--- src/rtl/instruction_fetch.sv ---
// rtl/instruction_fetch.sv - instruction fetch unit: PC, imem initiator, prefetch FIFO, redirect flush
module instruction_fetch #(
  parameter logic [31:0] RESET_PC = 32'h0000_0000,
  parameter int          DEPTH    = 2
) (
  input  logic        clk,
  input  logic        rst_n,
  input  logic        fetch_en,
  output logic [31:0] imem_addr,
  input  logic [31:0] imem_word,
  input  logic        redirect_valid,
  input  logic [31:0] redirect_pc,
  output logic        inst_valid,
  input  logic        inst_ready,
  output logic [31:0] inst_word,
  output logic [31:0] inst_pc
);

  localparam int PTR_W = (DEPTH > 1) ? $clog2(DEPTH) : 1;
  localparam int CNT_W = PTR_W + 1;

  logic [31:0]      pc_q, pc_d;
  logic [PTR_W-1:0] wr_ptr_q, wr_ptr_d;
  logic [PTR_W-1:0] rd_ptr_q, rd_ptr_d;
  logic [CNT_W-1:0] count_q, count_d;
  logic [31:0]      mem_pc_q   [DEPTH];
  logic [31:0]      mem_pc_d   [DEPTH];
  logic [31:0]      mem_word_q [DEPTH];
  logic [31:0]      mem_word_d [DEPTH];

  logic pop;
  logic push;

  assign imem_addr  = pc_q;
  assign inst_valid = (count_q != '0);
  // Head is read from registered storage only, never from imem_word.
  assign inst_word  = mem_word_q[rd_ptr_q];
  assign inst_pc    = mem_pc_q[rd_ptr_q];

  assign pop  = inst_valid & inst_ready;
  assign push = fetch_en & ~redirect_valid & ((count_q < CNT_W'(DEPTH)) | pop);

  always_comb begin
    pc_d       = pc_q;
    wr_ptr_d   = wr_ptr_q;
    rd_ptr_d   = rd_ptr_q;
    count_d    = count_q;
    mem_pc_d   = mem_pc_q;
    mem_word_d = mem_word_q;
    if (redirect_valid) begin
      // A same-cycle pop is consumed by decode; the flush discards the rest.
      pc_d     = redirect_pc;
      wr_ptr_d = '0;
      rd_ptr_d = '0;
      count_d  = '0;
    end else begin
      if (push) begin
        mem_pc_d[wr_ptr_q]   = pc_q;
        mem_word_d[wr_ptr_q] = imem_word;
        wr_ptr_d             = wr_ptr_q + PTR_W'(1);
        pc_d                 = pc_q + 32'd1;
      end
      if (pop) begin
        rd_ptr_d = rd_ptr_q + PTR_W'(1);
      end
      if (push && !pop) begin
        count_d = count_q + CNT_W'(1);
      end else if (pop && !push) begin
        count_d = count_q - CNT_W'(1);
      end
    end
  end

  always_ff @(posedge clk or negedge rst_n) begin
    if (!rst_n) begin
      pc_q     <= RESET_PC;
      wr_ptr_q <= '0;
      rd_ptr_q <= '0;
      count_q  <= '0;
      for (int i = 0; i < DEPTH; i++) begin
        mem_pc_q[i]   <= '0;
        mem_word_q[i] <= '0;
      end
    end else begin
      pc_q       <= pc_d;
      wr_ptr_q   <= wr_ptr_d;
      rd_ptr_q   <= rd_ptr_d;
      count_q    <= count_d;
      mem_pc_q   <= mem_pc_d;
      mem_word_q <= mem_word_d;
    end
  end

endmodule

--- config.mk ---
export PLATFORM = sky130hd
export DESIGN_NAME = instruction_fetch
export DESIGN_NICKNAME = d
export VERILOG_FILES = /design/src/rtl/instruction_fetch.sv
export SDC_FILE = /design/constraint.sdc
export NUM_CORES = 1
export LEC_CHECK = 0
export ABC_AREA = 1
export BUFFER_PORTS_ARGS = -buffer_cell sky130_fd_sc_hd__buf_2
export CAP_MARGIN = 20
export CORE_MARGIN = 2
export CORE_UTILIZATION = 27
export CTS_BUF_LIST = sky130_fd_sc_hd__clkbuf_16
export DETAILED_ROUTE_END_ITERATION = 10
export PLACE_DENSITY = 0.44
export SYNTH_ARGS = -nofsm -noshare
export SYNTH_HDL_FRONTEND = slang
export SYNTH_SLANG_ARGS = --single-unit
--- constraint.sdc ---
create_clock -name clk -period 1.9 [get_ports clk]
set_input_delay 0.095 -clock clk [delete_from_list [all_inputs] [get_ports clk]]
set_output_delay 0.095 -clock clk [all_outputs]
set_load 0.005 [all_outputs]
======== Word-level counts from Yosys, hierarchy flattened ========
Cells that the tools add are included.
word-level totals
  register bits ........................... 164
  input port bits ......................... 69
  output and inout bits ................... 97
operators by class
  add/sub/neg operators ................... 5
  magnitude comparators ................... 4
  multiplexer cells ....................... 19
  bitwise logic cells ..................... 7
  reduce and logical (&&, ||, !) cells .... 10
operator list
  operator                 count
  $mux W32                 9
  $bwmux W64               2
  $add A32 B1 Y32 const B  1
  $demux W32 S1            1
  $mux W2                  3
  $reduce_bool A2 Y1       3
  $ge A2 B2 Y1 const B     2
  $mux W1                  4
  $not A1 Y2               2
  $and A1 B1 Y1            3
  $logic_and A1 B1 Y1      3
  $reduce_bool A3 Y1       1
  $add A1 B1 Y1 const B    2
  $add A2 B1 Y2 const B    1
  $logic_not A1 Y1         2
  $lt A2 B1 Y1 const B     1
  $lt A2 B2 Y1 const B     1
  $reduce_and A2 Y1        1
  $sub A2 B1 Y2 const B    1
  $not A1 Y1               1
  $or A1 B1 Y1             1

======== Longest topological paths before layout ========
Gate-level depths: netlist of the first run.
  depth in word-level cells ............... 9
  gate-level depth with buffers ........... 10
  depth with buffers taken out ............ 10

======== Worst setup path after synthesis of the first run ========
Ideal clock, no wire load.
  path type ............................... register to register
  from .................................... register pc_q[1], in the netlist imem_addr[1]
  to ...................................... register pc_q[30], in the netlist imem_addr[30]
  library setup time ...................... 0.117 ns
  arrival time ............................ 1.282 ns
  required time ........................... 1.783 ns
  slack ................................... 0.500 ns
  cell stages (with the launch flop) ...... 11
  clock period less this slack ............ 1.400 ns
  cells stage by stage .................... dfrtp_1 ha_1 nand2_1 nor2_1 nand2_1 nor2_1 nand2_1 nand2_1 nand2_1 nand2_1 nand2_1
on the way
  longest elaborated chain between the ends .. 3
ends and longest elaborated chain
  item                    line  text
  start, declared         22    logic [31:0] pc_q, pc_d;
  start signal, assigned  85    pc_q <= pc_d;
  $add A32 B1 Y32         61    pc_d = pc_q + 32'd1;
  $mux W32                57    if (push) begin
  $mux W32                50    if (redirect_valid) begin
Every way passes these cells. The select of a mux whose other input is x is not followed.
A chain may end at the register's enable or synchronous reset.

======== Worst setup path after layout of the first run ========
  from .................................... register rd_ptr_q
  to ...................................... output port inst_pc[0]
on the way
  longest elaborated chain between the ends .. 4
ends and longest elaborated chain
  item                                         line  text
  start, declared                              24    logic [PTR_W-1:0] rd_ptr_q, rd_ptr_d;
  start signal, assigned                       87    rd_ptr_q <= rd_ptr_d;
  $not A1 Y2 (not written as such)             38    assign inst_pc = mem_pc_q[rd_ptr_q];
  $mux W32 (not written as such) (3 in a row)  38
  end, declared                                16    output logic [31:0] inst_pc
Every way passes these cells. The select of a mux whose other input is x is not followed.

==> results of run 1 <==
## kinds of logic (layout without fill, tap and decap cells)
group | count (synthesis) | count (layout) | synth area share
DFF | 164 | 164 | 0.509
adders and majority gates | 1 | 1 | 0.00155
AOI/OAI and AO/OA | 174 | 174 | 0.115
and+or+nand+nor | 579 | 579 | 0.279
xor gates and xnor gates | 9 | 9 | 0.00977
buffers and inverters | 155 | 380 | 0.0861
## cells in the mapped netlist
cell type and instances:
o21ai_0 76, buf_6 10, nor2_1 49, inv_2 1, buf_1 1, buf_4 2
nand3_4 1, ha_1 1, nand2_1 496, o21ai_2 2, clkbuf_1 19, o221ai_1 2
inv_1 100, buf_2 20, o221ai_2 2, xor2_1 8, a21oi_1 2, nor3_1 2
xnor2_1 1, inv_4 2, nor2_4 2, nor2_2 2, a21oi_2 1, a22oi_1 2
o21ai_1 81, nand3_1 23, o21bai_1 3, o22ai_1 1, o211ai_1 2, nand2_2 4
dfrtp_1 164
## where the power goes
group / total (mW) / switching [mW] / leakage, nW / internal [mW]
logic: 3.17 / 1.80 / 3.22 / 1.37
registers: 5.19 / 0.648 / 2.04 / 4.54
clock network: 3.35 / 1.54 / 0.260 / 1.81
total: 11.7 / 3.98 / 5.53 / 7.72
## through the flow
stage | std cells | power (mW) | hold slack (ps) | instance area, µm² | TNS [ps]
2_1_floorplan | 1082 | 6.96 | -201 | 8070 | 0
3_3_place_gp | 1604 | 8.33 | 41.9 | 9300 | 0
3_5_place_dp | 1604 | 8.38 | 43.5 | 9300 | 0
4_1_cts | 1696 | 11.9 | 4.71 | 10500 | 0
5_1_grt | 1697 | 12.7 | 18.4 | 10500 | -1.27
6_report | 1697 | 11.7 | 11.4 | 10500 | 0
## what timing repair did
item	4_1_cts	5_1_grt
buffers inserted	0	0
hold buffers	61	0
setup endpoints to repair	0	19
endpoints found under the hold margin	166	0
gates resized for setup	0	4
## per-layer routing
metal,track usage,wire length [µm],part of all wire,vias up
li1,-,-,-,3786
met1,0.227,12400,0.49,3402
met2,0.266,11500,0.46,143
met3,0.0311,886,0.035,19
met4,0.0372,263,0.010,0
met5,0,0,0,-
## worst max-delay path, delay by kind of cell, from the launching register on
family / cells / cell delay, ps
flops: 1 / 590
simple gates: 2 / 190
buf+inv: 3 / 510
## state kept, by name, indices dropped and copies added, names as in the netlist
| signal | cells |
|---|---|
| wr_ptr_q | 1 |
| count_q | 2 |
| mem_pc_q | 64 |
| imem_addr | 32 |
| rd_ptr_q | 1 |
| mem_word_q | 64 |
## worst paths after layout
kind | endpoint | depth (start not counted)
min in group asynchronous | mem_pc_q[56]$_DFFE_PN0P_ | 2
max in group asynchronous | mem_pc_q[7]$_DFFE_PN0P_ | 3
worst min register to register | mem_pc_q[45]$_DFFE_PN0P_ | 2
worst max register to register | imem_addr[31]$_DFFE_PN0P_ | 9
worst max-delay path | inst_pc[0] | 5
worst min-delay path | imem_addr[13]$_DFFE_PN0P_ | 5
## layout make-up
class | instances | area share
clock inverter | 14 | 0.0123
inverter | 103 | 0.0375
multi-input combinational | 763 | 0.312
sequential | 164 | 0.391
timing repair buffer | 246 | 0.160
tap | 390 | 0.0465
clock buffer | 17 | 0.0405
==> results.md, run 1 <==
* Gr ovfl total at 0
* FF-to-FF setup slack at 200 ps
* Die width at between 150 and 200 µm
* Clock Latency Late Sink at 430 ps
* Post-Syn Area at 8070 µm²
* Final WS setup at 75.8 ps
* Drt wl/cell at around 15 µm
* Cell breakdown of the critical path: inv_4 > buf_6 > nand2_1 > nand2_1 > buf_2
* Setup-failing EPs final at 0
* CTS Buf Count at 17
* Crit path kind: reg -> out
* Yosys warns at 0
* Die area at approximately 31000 µm²
* R2r startpoint: imem_addr[5]$_DFFE_PN0P_
* CP peak stage delay at ~590 ps
* Detailed Route Iter0 Violations at ~370
* Pwr Density at 1110 nW/µm²
* Rows at between 60 and 70
* Max-slew headroom at 0.641
* Fill count at about 3300
* First-pass GRT wire length at 39800 µm
* Mapped Cells at between 1000 and 1500
* Nets@finish at between 1000 and 1500
* Area of the multi-input gates at roughly 3300 µm²
* Root buf cell: clkbuf_16
* Register area share after synthesis at 0.509
* P&R area growth vs syn at 30.2%
* Avg Cell Area, Syn at 7.46 µm²
* Run status: completed
* Largest net degree at the start of global routing at about 130
* Sink Count at 164
* Register Area at between 4000 and 5000 µm²
* PortBufs at approximately 170
* Fmax at 548 MHz
* Pre-CTS setup slack at about 230 ps
* Worst VDD drop at between 500 and 600 µV
* DR vias at 7350
* Crit path arrival time at 1730 ps
* Initial antenna violation count at 0
* Synth cell types at 31
* Core area at about 30000 µm²
* Most frequent cells in the layout: 496 x nand2_1, 164 x buf_2, 163 x dfrtp_1
* Post-DRT Antenna Nets at 0
* Post-synth top area share at 0.509
* CP Launch Type: flop
* Critical path capture point type: output port
* Post-synthesis register bit count at 164
* Leak pwr at between 5 and 6 nW
* Layout cells sized above 1 at 0.180
* TritonCTS clock tree: done
* Clock Path Buffers at 2
* TritonRoute pass-1 iters at 5
* Die Y at around 180 µm
* Critical Path Start: rd_ptr_q$_DFFE_PN0P_
* Slowest CP cell: dfrtp_4
* Worst-path maximum fanout at 23
* Most common cell after layout, fill and taps aside: nand2_1
* Fin. Hold Viols at 0
* CP required at 1800 ps
* Post-route minimum period at 1820 ps
* Synth area leaders: dfrtp_1 51%, nand2_1 23%, o21ai_1 5.0%
* H-tree levels at 4
* DRC viols at 0
* Post-DP HPWL at around 17000 µm
* Fin crit share at 0.960
* Via/cell ratio at about 4.3
* Max-cap violation count at 0
* Gr usage total at 0.164
* Vias in the first global route at about 7000
* Syn_nets at approximately 1200
* Slew @ Worst Pin at 538 ps
* Crit path top cell by count: nand2_1
* Initial core utilization at 0.273
* Routed wire length at about 25000 µm
* Clk_skew at ~13 ps
* Clk slew on worst S/H paths at approximately 60 ps
* Gpl congestion at between 0.8 and 0.9
* Yosys top cell by area: dfrtp_1
* Boundary Pins at approximately 170
* Final core utilization at 0.355
* Max-slew violation count at 0
* Hold WC Path Type: in -> reg
* Hold_sp: redirect_pc[13]
* N_diodes at 0
(Power assumes the default switching activity.)
==> run 2: changes to the inputs <==
--- a/config.mk
+++ b/config.mk
@@ -5,7 +5,6 @@
 export SDC_FILE = /design/constraint.sdc
 export NUM_CORES = 1
 export LEC_CHECK = 0
-export ABC_AREA = 1
 export BUFFER_PORTS_ARGS = -buffer_cell sky130_fd_sc_hd__buf_2
 export CAP_MARGIN = 20
 export CORE_MARGIN = 2
==> run 2 against run 1 <==
Compared with the run above: clock-buffer cell count unchanged; clock power up 6.9%; clock skew down 5.9 ps; sequential power down 7.3%.
==> results.md, run 2 <==
* Run status: completed
* Fin. Hold Viols at 0
* Slew @ Worst Pin at between 500 and 600 ps
* Core area at about 28000 µm²
* Hold path depth at 3
* Yosys warns at 0
* DR vias at roughly 5500
* Initial antenna violation count at 1
* Post-Syn Area at between 7000 and 8000 µm²
* Post-synth top area share at 0.540
* Commonest cells in the netlist: 178 x mux2_2, 164 x dfrtp_1, 44 x nand2_1
* Clk_skew at 7.37 ps
* Most frequent cells in the layout: 178 x mux2_2, 164 x buf_2, 163 x dfrtp_1
* Fill count at around 2800
* Routed wire length at ~20000 µm
* FFs w/ async S/R, synth at 1.00
* P&R area growth vs syn at 37.8%
* Post-DRT Antenna Nets at 0
* Fmax at ~560 MHz
* Sink Count at around 160
* Clk slew on worst S/H paths at around 70 ps
* Most frequent cell after synthesis: mux2_2
* Clock Path Buffers at 2
* Critical Path Start: count_q[1]$_DFFE_PN0P_
* Vias in the first global route at around 6000
* First-pass GRT wire length at roughly 32000 µm
* Gr ovfl total at 0
* Mapped Cells at about 570
* Max-cap violation count at 0
* Fin crit share at 0.948
* Drt wl/cell at ~16 µm
* Worst R2R Path Depth at 5
* Ys flop type: dfrtp_1
* DRC viols at 0
* Slowest CP cell: dfrtp_1
* Avg Cell Area, Syn at 13.2 µm²
* Hold_sp: inst_ready
* Detailed Route Iter0 Violations at 171
* Post-DP HPWL at about 14000 µm
* Final core utilization at 0.377
* TritonRoute pass-1 iters at 4
* Root buf cell: clkbuf_16
* Crit path kind: reg -> reg
* WP buf/inv at 1
* RSZ-0062 raised after global routing: no
* Crit path arrival time at between 2000 and 2500 ps
* Via/cell ratio at approximately 4.4
* Clock Latency Late Sink at about 420 ps
* Post-synthesis register bit count at 164
* Nets@finish at 917
* Gpl congestion at ~0.76
* N_diodes at 0
* Worst VDD drop at 396 µV
* H-tree levels at 4
* Hold WC Path Type: in -> reg
* Number of synthesized flops with an enable pin at 0
* Synth cell types at 37
* Leak pwr at between 4 and 5 nW
* Most common cell after layout, fill and taps aside: mux2_2
* Initial core utilization at 0.274
* Critical path capture point type: flop
* Register area share after synthesis at 0.540
* Hold WS at roughly 27 ps
* R2r startpoint: count_q[1]$_DFFE_PN0P_
* Rows at 61
* CTS Buf Count at 17
* Gr usage total at 0.140
* Syn_nets at roughly 640
* Max-slew headroom at 0.649
* Pwr Density at around 1000 nW/µm²
* CP top delay family: simple AND/OR/NAND/NOR gates
* Die width at around 170 µm
* Die Y at roughly 170 µm
* CP peak stage delay at around 420 ps
* Cell breakdown of the critical path: nor2b_4 > nor2_8 > nand3_4 > buf_16 > mux2_2
* PortBufs at between 150 and 200
* Max-slew violation count at 0
* Largest net degree at the start of global routing at 56
* Yosys top cell by area: dfrtp_1
* CP Depth at 5
* Boundary Pins at roughly 170
* Synth area leaders: dfrtp_1 54%, mux2_2 26%, xor2_1 2.8%
* TritonCTS clock tree: done
* Worst-path maximum fanout at 51
* CP Launch Type: flop
* Setup-failing EPs final at 0
* Layout cells sized above 1 at 0.515
* TNS Setup at 0 ps
* Die area at a little under 30000 µm²
* CP required at ~2200 ps
* Post-route minimum period at between 1500 and 2000 ps
run 2: layout make-up:
type                            count  area (µm²)  area share
Clock buffer                       17         425      0.0406
Clock inverter                     15         183      0.0174
Inverter                            5        18.8     0.00179
Multi-Input combinational cell    376        3310       0.316
Sequential cell                   164        4110       0.392
Tap cell                          378         473      0.0451
Timing Repair Buffer              283        1960       0.187
run 2: repair_timing:
action,4_1_cts,5_1_grt
setup buffers,1,0
hold buffers,67,0
endpoints found under the hold margin,140,0
cloned,0,0
resized for setup,0,6
setup endpoints to repair,32,7
pin swaps,0,2
run 2: cells by family (layout without fill, tap and decap cells):
kind of cell | Yosys count | in the layout | synth area share
muxes | 193 | 193 | 0.286
DFF | 164 | 164 | 0.540
and+or+nand+nor | 111 | 111 | 0.0806
AOI/OAI and AO/OA | 41 | 41 | 0.0286
buffers and inverters | 34 | 320 | 0.0293
xor gates and xnor gates | 30 | 30 | 0.0346
adders and majority gates | 1 | 1 | 0.00165
run 2: final timing paths:
kind	to	slack (ps)
setup / recovery	mem_word_q[18]$_DFFE_PN0P_	100
hold / removal	count_q[1]$_DFFE_PN0P_	30
setup reg to reg	mem_word_q[18]$_DFFE_PN0P_	100
hold reg to reg	mem_pc_q[27]$_DFFE_PN0P_	480
max in group asynchronous	mem_pc_q[8]$_DFFE_PN0P_	1050
min in group asynchronous	mem_word_q[28]$_DFFE_PN0P_	210
run 2: power breakdown:
| group | switching (mW) | internal (mW) | leakage [nW] | total (mW) |
|---|---|---|---|---|
| Combinational | 1.03 | 1.56 | 2.40 | 2.59 |
| Clock | 1.50 | 2.08 | 0.291 | 3.58 |
| Sequential | 0.441 | 4.37 | 1.98 | 4.81 |
run 2: routing by layer:
layer	share of wire	GRT usage	vias to the layer above
li1	-	-	2582
met1	0.44	0.172	2766
met2	0.50	0.245	131
met3	0.051	0.0373	16
met4	0.0083	0.0325	2
met5	0.00054	0	-
run 2: through the flow:
stage	total power, mW	instance area, µm²	std cells	setup slack, ps
after floorplan	6.26	7600	574	1.71
after global placement	7.25	9160	1138	118
after detailed placement	7.39	9160	1138	22.5
after CTS	11.2	10400	1238	11.4
after global routing	11.6	10500	1238	3.22
final	11.0	10500	1238	98.7
run 2: worst min-delay path, stage by stage:
cell,delay (ps)
buf_2,140
o21a_1,140
nor2_1,40
